**src/rtl/retire_trace_buffer.sv**
```systemverilog
// retire_trace_buffer: turns each retiring MIPS instruction into a trace record drained through a valid/ready FIFO
module retire_trace_buffer #(
  parameter int DEPTH = 8,
  parameter bit FILTER_DEFAULT = 1'b0
) (
  input  logic                     CLK,
  input  logic                     reset,
  input  logic                     enable,
  input  logic                     filter,
  input  logic [31:0]              pc,
  input  logic [31:0]              inst,
  input  logic [31:0]              WD3,
  input  logic [31:0]              ALUresult,
  input  logic [31:0]              WriteDataMem,
  input  logic                     RegWrite,
  input  logic                     MemWrite,
  input  logic                     BEQ,
  input  logic                     BNE,
  input  logic                     zero,
  input  logic                     jump,
  input  logic                     JR,
  input  logic                     JAL,
  output logic                     out_valid,
  input  logic                     out_ready,
  output logic [31:0]              out_pc,
  output logic [31:0]              out_inst,
  output logic [31:0]              out_addr,
  output logic [31:0]              out_data,
  output logic [1:0]               out_kind,
  output logic [$clog2(DEPTH):0]   fill,
  output logic                     overflow,
  output logic [15:0]              drop_cnt,
  output logic [31:0]              retired_cnt
);
  localparam int AW = $clog2(DEPTH);
  logic [31:0] mem_pc [DEPTH];
  logic [31:0] mem_inst [DEPTH];
  logic [31:0] mem_addr [DEPTH];
  logic [31:0] mem_data [DEPTH];
  logic [1:0] mem_kind [DEPTH];
  logic [AW-1:0] rptr, wptr;
  logic [1:0] kind;
  logic [31:0] rec_addr, rec_data;
  logic xfer, push_req, full, pop, push, unused;
  assign unused = JAL;
  // classify the retiring instruction and resolve push/pop for this edge
  always_comb begin
    xfer = jump | JR | (BEQ & zero) | (BNE & ~zero);
    kind = MemWrite ? 2'd2 : RegWrite ? 2'd1 : xfer ? 2'd3 : 2'd0;
    rec_addr = (kind == 2'd2) ? ALUresult : '0;
    rec_data = (kind == 2'd2) ? WriteDataMem : (kind == 2'd1) ? WD3 : '0;
    push_req = enable & (~(filter ^ FILTER_DEFAULT) | (kind != 2'd0));
    full = fill[AW];
    pop = out_valid & out_ready;
    push = push_req & (~full | pop);
  end
  // record storage; slots outside the live window are never shown since out_* are masked by out_valid
  always_ff @(posedge CLK) begin
    if (push) begin
      mem_pc[wptr] <= pc;
      mem_inst[wptr] <= inst;
      mem_addr[wptr] <= rec_addr;
      mem_data[wptr] <= rec_data;
      mem_kind[wptr] <= kind;
    end
  end
  // pointers, occupancy, drop tracking and retirement count
  always_ff @(posedge CLK or posedge reset) begin
    if (reset) begin
      rptr <= '0;
      wptr <= '0;
      fill <= '0;
      overflow <= 1'b0;
      drop_cnt <= '0;
      retired_cnt <= '0;
    end else begin
      if (push) wptr <= wptr + AW'(1);
      if (pop) rptr <= rptr + AW'(1);
      fill <= fill + (AW+1)'(push) - (AW+1)'(pop);
      if (push_req & full & ~pop) begin
        overflow <= 1'b1;
        if (drop_cnt != 16'hFFFF) drop_cnt <= drop_cnt + 16'd1;
      end
      if (enable) retired_cnt <= retired_cnt + 32'd1;
    end
  end
  // head-of-queue view, forced to zero while empty
  always_comb begin
    out_valid = fill != '0;
    out_pc = out_valid ? mem_pc[rptr] : '0;
    out_inst = out_valid ? mem_inst[rptr] : '0;
    out_addr = out_valid ? mem_addr[rptr] : '0;
    out_data = out_valid ? mem_data[rptr] : '0;
    out_kind = out_valid ? mem_kind[rptr] : '0;
  end
endmodule

```
**config.mk**
```make
export PLATFORM = sky130hd
export DESIGN_NAME = retire_trace_buffer
export DESIGN_NICKNAME = d
export VERILOG_FILES = /design/src/rtl/retire_trace_buffer.sv
export SDC_FILE = /design/constraint.sdc
export NUM_CORES = 1
export LEC_CHECK = 0
export CAP_MARGIN = 20
export CELL_PAD_IN_SITES_DETAIL_PLACEMENT = 0
export CELL_PAD_IN_SITES_GLOBAL_PLACEMENT = 1
export CORE_UTILIZATION = 35
export CTS_CLUSTER_DIAMETER = 200
export DETAILED_ROUTE_END_ITERATION = 7
export HOLD_SLACK_MARGIN = 0.12
export PLACE_DENSITY = 0.63
export SLEW_MARGIN = 5
export SYNTH_ARGS = -nofsm -noshare
export SYNTH_HDL_FRONTEND = slang
export SYNTH_SLANG_ARGS = --single-unit
```
**constraint.sdc**
```tcl
create_clock -name CLK -period 12.6 [get_ports CLK]
set_input_delay 2.52 -clock CLK [delete_from_list [all_inputs] [get_ports CLK]]
set_output_delay 2.52 -clock CLK [all_outputs]
set_load 0.02 [all_outputs]
```
* Yosys cells after proc, flatten, opt, wreduce, memory -nomap -nowiden
Memory sizes are Yosys's and may differ from the RTL's.
Index checks and enable logic that the tools add are counted.
** Word-level totals
- Register bits after elaboration :: 59
- Bits in latches :: 0
- RAM bits :: 1040
- Bits in read-only memories :: 0
- Input port bits :: 173
- Output and inout port bits :: 184
- Logic and storage cells :: 52
- Memories kept :: 5
** Memory list
- mem_addr :: words 8, bits a word 32, read ports 1, clocked after memory_dff 0, write ports 1, RTL line 38 : logic [31:0] mem_addr [DEPTH];
- mem_data :: words 8, bits a word 32, read ports 1, clocked after memory_dff 0, write ports 1, RTL line 39 : logic [31:0] mem_data [DEPTH];
- mem_inst :: words 8, bits a word 32, read ports 1, clocked after memory_dff 0, write ports 1, RTL line 37 : logic [31:0] mem_inst [DEPTH];
- mem_pc :: words 8, bits a word 32, read ports 1, clocked after memory_dff 0, write ports 1, RTL line 36 : logic [31:0] mem_pc [DEPTH];
- mem_kind :: words 8, bits a word 2, read ports 1, clocked after memory_dff 0, write ports 1, RTL line 40 : logic [1:0] mem_kind [DEPTH];
** Cells by class
- $add $sub $neg :: 6
- Multiply operators :: 0
- Div/mod/pow operators :: 0
- Magnitude comparators :: 0
- Equal/unequal tests :: 3
- Shift operators :: 0
- Muxes and demuxes :: 13
- Bitwise logic cells :: 16
- Reduce and logical (&&, ||, !) cells :: 3
** Operators by type and width (number)
- $mux W32 :: 7
- $add A32 B1 Y32 const B :: 1
- $add A16 B1 Y16 const B :: 1
- $ne A16 B16 Y1 const B :: 1
- $mux W2 :: 4
- $and A1 B1 Y1 :: 7
- $add A3 B1 Y3 const B :: 2
- $or A1 B1 Y1 :: 5
- $add A4 B1 Y4 :: 1
- $not A1 Y1 :: 4
- $reduce_bool A4 Y1 :: 1
- $sub A4 B1 Y4 :: 1
- $eq A2 B1 Y1 const B :: 1
- $eq A2 B2 Y1 const B :: 1
- $mux W1 :: 2
- $reduce_and A2 Y1 :: 1
- $reduce_bool A2 Y1 :: 1

* Logic depth before layout (Yosys ltp)
- Depth after elaboration :: 12
- Depth in mapped cells :: 13
- Depth with buffers taken out :: 13

* Least setup slack after synthesis
OpenSTA, ideal clock, no wires.
- Path type :: input to register
- Start point :: input port zero
- End point :: memory mem_addr[0][0] (enable)
- Setup time :: 0.778 ns
- Arrival :: 12.049 ns
- Setup slack :: -0.227 ns
- Stages :: 4
- Buffers on the path :: 0
- Cell sequence :: mux2_2 -> o31ai_4 -> or3_1 -> nor3_1
** On the way
- Cells in the longest elaborated chain, start to end :: 12
- Elaborated cells between the ends (all ways) :: 14
- Those cells by class :: mux (5); bitwise (8); reduce/logical (1)
** Ends and longest elaborated chain
- from (decl) :: RTL line 19 : input logic zero,
- $and A1 B1 Y1 / $not A1 Y1 (equally long branches) :: RTL line 48 : xfer = jump | JR | (BEQ & zero) | (BNE & ~zero);
- $or A1 B1 Y1 / $and A1 B1 Y1 (equally long branches) :: RTL line 48
- $or A1 B1 Y1 * :: RTL line 48
- $mux W2 * (3 in a row) :: RTL line 49 : kind = MemWrite ? 2'd2 : RegWrite ? 2'd1 : xfer ? 2'd3 : 2'd0;
- $reduce_bool A2 Y1 * :: RTL line 52 : push_req = enable & (~(filter ^ FILTER_DEFAULT) | (kind != 2'd0));
- $or A1 B1 Y1 * :: RTL line 52
- $and A1 B1 Y1 * :: RTL line 52
- $and A1 B1 Y1 * :: RTL line 55 : push = push_req & (~full | pop);
- $mux W1 * :: RTL line 59 : if (push) begin
- $mux W1 (not written as such) * :: RTL line 62 : mem_addr[wptr] <= rec_addr;
- to (decl) :: RTL line 38
Every way passes the cells marked *; elsewhere a longest branch is shown, timed or not.

* Final worst setup path
- Start point :: register rptr[0]
- End point :: output port out_addr[20]
** On the way
- Cells in the longest elaborated chain, start to end :: 2
** Ends and longest elaborated chain
- from (decl) :: RTL line 41 : logic [AW-1:0] rptr, wptr;
- from (signal assigned) :: RTL line 78 : if (pop) rptr <= rptr + AW'(1);
- $mem_v2 Z8 W32
- $mux W32 :: RTL line 92 : out_addr = out_valid ? mem_addr[rptr] : '0;
- to (decl) :: RTL line 27 : output logic [31:0] out_addr,
Every way passes these cells.

==> flow_summary_export.csv <==
group,metric,value,unit
die,fp.coreArea,0.120,mm²
die,die_h,351,µm
timing,fin_setup_tns,0,ns
synthesis,synth_flop_cell,"edfxtp_1",
setup_path,worst-setup-path-type,"reg2out",
route,drt-initial-drc-count,1203,
synthesis,synthArstFlopShare,5.37,%
global_routing,grt_max_degree,134,
power,p_per_area,236,mW/mm²
setup_path,crit_end,"out_addr[20]",
setup_path,slowest_delay,0.90,ns
die,start_util,35.4,%
synthesis,yosysTopAreaCellShare,73.2,%
route,final_antenna_net_count,0,
global_routing,grt_util_all_layers,16.0,%
synthesis,ys_types,42,
synthesis,syn_nets,2163,
clocking,hold_buffers,0,
place,dpl-instance-area,0.0482,mm²
setup_path,slowest_stage,"dfrtp_4",
clocking,tritoncts,"done",
timing,hold_viol,0,
power,vdd_ir_drop_max,0.000168,V
timing,clock-skew-final,0.0206,ns
route,wire_per_inst,24.1,µm
setup_path,timing.rr.start,"fill[3]",
power,p_total,12.3,mW
clocking,cts_made_buffers,115,
setup_path,startpoint_type,"register",
timing,timing.final.ws_setup,5.42,ns
die,die_x,351,µm
timing,timing.hold.ws,0.474,ns
synthesis,ys_seq_area_share,76.7,%
timing,slew_violations,0,
clocking,h-tree-depth,3,
min_path,hp-class,"reg2reg",
layout,nNetsFinal,2573,
die,rows,127,
route,dr.pass1.iters,4,
place,gp_congestion,0.733,
setup_path,rr_endpoint,"mem_inst[2][10]",
synthesis,synth_area,0.0427,mm²
flow_run,maxCapViolCount,0,
timing,fin_crit,7.18,ns
layout,fin_area,0.0521,mm²
layout,regArea,0.0327,mm²
route,dr_total_vias,20610,
synthesis,syn_inst,1980,
synthesis,yosys-top-cells-area,"edfxtp_1 73%, mux4_2 14%, dfrtp_1 3.5%",
synthesis,synth_seq_cells,1099,
timing,timing.fmax,139,MHz
power,p_leak,17.2,nW
min_path,worstHoldStart,"overflow",
setup_path,crit_path_cell_trace,"buf_12, buf_4, mux4_2, mux2i_1, nor2_1, clkdlybuf4s50_1",
synthesis,yosysTopAreaCell,"edfxtp_1",
global_routing,grt_pass1_wl,145,mm
setup_path,critPathLaunch,"rptr[0]",
layout,multi_input_area,0.00954,mm²
place,place.detailed.hpwl,54.1,mm
run_status,status,"complete, no violations",
clocking,clk_pin_slew,0.06,ns
clocking,clock_latency,0.70,ns
clocking,cts_resized,0,
setup_path,arrival,4.66,ns
clocking,postCtsSetupBuffers,0,
place,post-place-ws,5.81,ns
synthesis,yosysWarningCount,0,
clocking,clock_sinks,1099,
setup_path,ff2ff_path_depth,11,
timing,setup_viol,0,
global_routing,grt_overflow,0,
die,io_pins,357,
layout,n_fill_cell,10451,
clocking,ctsLongestPathBuffers,3,
route,viasPerCell,5.02,
clocking,clockRootBuffer,"clkbuf_16",
synthesis,synth_area_per_cell,21.5,µm²
setup_path,path_max_fanout,94,
layout,area_growth,22.0,%
timing,slew_headroom,27.4,%
setup_path,crit_required,10.08,ns
setup_path,rrSetupSlack,7.30,ns
route,drc,0,
place,io_buffers,355,
synthesis,synth_edf_count,1040,
route,wl,98.9,mm
die,die_area,0.123,mm²
timing,rsz0062_at_grt,"no",
global_routing,antenna_found_initial,5,
layout,drive_gt1_share,19.8,%
timing,period_share,57.0,%
setup_path,cp-end-kind,"output pin",
global_routing,grt_pass1_vias,22216,
timing,worst_pin_slew,1.09,ns
[registers in the layout, indices dropped and copies added, names as in the netlist]
register	cells
drop_cnt	16
fill	4
mem_addr	256
mem_data	256
mem_inst	256
mem_kind	16
mem_pc	256
overflow	1
retired_cnt	32
rptr	3
wptr	3
[worst max-delay path, delay by kind of cell (launching register included)]
family                 cells  cell delay, ns
muxes                      2            0.77
buffers and inverters      3            1.96
and+or+nand+nor            1            0.06
DFF                        1            0.90
[Yosys cell counts (2+ instances only)]
master,number
dfrtp_1,59
xor2_1,19
nor3_1,9
mux2_1,3
and3_1,6
a21oi_1,2
nor2_1,146
a22o_1,32
inv_1,11
edfxtp_1,1040
nand4_1,11
mux4_2,260
mux2i_1,130
or3_1,2
and2_1,35
buf_2,51
buf_1,16
nand3_1,19
xnor2_1,33
clkbuf_1,35
ha_1,9
a21o_1,3
mux2_2,2
nand2b_1,3
nand2_1,20
and4_1,8
[cells in the final DEF (no fill, tap or decap), types with 8 or more instances in the layout]
master           count
a22o_1              32
clkinv_2            18
and4_1               8
mux2i_1            130
nand4_1             11
and2_1              35
xor2_1              19
bufinv_16           14
nand2_1             20
nor2_1             140
edfxtp_1          1040
buf_4               37
ha_1                 9
clkbuf_1            27
dfrtp_1             56
clkdlybuf4s50_1    354
clkinv_1            23
clkbuf_16          118
mux4_2             260
xnor2_1             33
inv_1               10
nand3_1             19
[power by group]
part | total [mW] | switching (mW) | internal (mW)
sequential | 4.73 | 0.244 | 4.49
combinational | 4.12 | 2.21 | 1.92
clock | 3.42 | 1.38 | 2.03
total | 12.3 | 3.83 | 8.44
[metal layers]
| layer | routed length [µm] | GRT usage (%) | vias to the layer above |
|---|---|---|---|
| met5 | 46 | 0 | - |
| met4 | 1620 | 4.13 | 6 |
| met3 | 5530 | 3.40 | 117 |
| met2 | 49100 | 26.8 | 499 |
| met1 | 42700 | 21.3 | 11043 |
| li1 | - | - | 8945 |
[layout make-up]
cell class | instances | area share [%]
Timing Repair Buffer | 395 | 7.51
Tap cell | 1612 | 3.87
Antenna cell | 2 | 0.00961
Multi-Input combinational cell | 766 | 18.3
Clock buffer | 151 | 6.02
Clock inverter | 64 | 1.34
Sequential cell | 1099 | 62.8
Inverter | 13 | 0.0937
[metrics by stage]
stage               utilization, %  instances
floorplan                        -       1980
global placement              40.0       3884
detailed placement            40.0       3884
CTS                           43.2       4099
global route                  43.2       4101
finish                        43.2       4102
[logic make-up after synthesis]
family | count (synthesis) | share of synthesized area [%]
AND/OR/NAND/NOR | 265 | 2.93
adder cells (fa/ha/maj) | 10 | 0.311
buffers and inverters | 115 | 1.16
flip-flops | 1099 | 76.7
AO/OA/AOI/OAI | 44 | 0.974
XOR/XNOR | 52 | 1.07
multiplexers | 395 | 16.9
[worst min-delay path by stage]
stage | depth (start not counted) | slack, ns | endpoint
final | 1 | 0.47 | overflow
after global routing | 1 | 0.50 | retired_cnt[31]
after CTS | 1 | 0.48 | retired_cnt[31]
after detailed placement | 1 | 0.46 | retired_cnt[31]
after global placement | 1 | 0.45 | overflow
after floorplan | 1 | 0.48 | wptr[0]
Power figures use the tool's default switching activity.
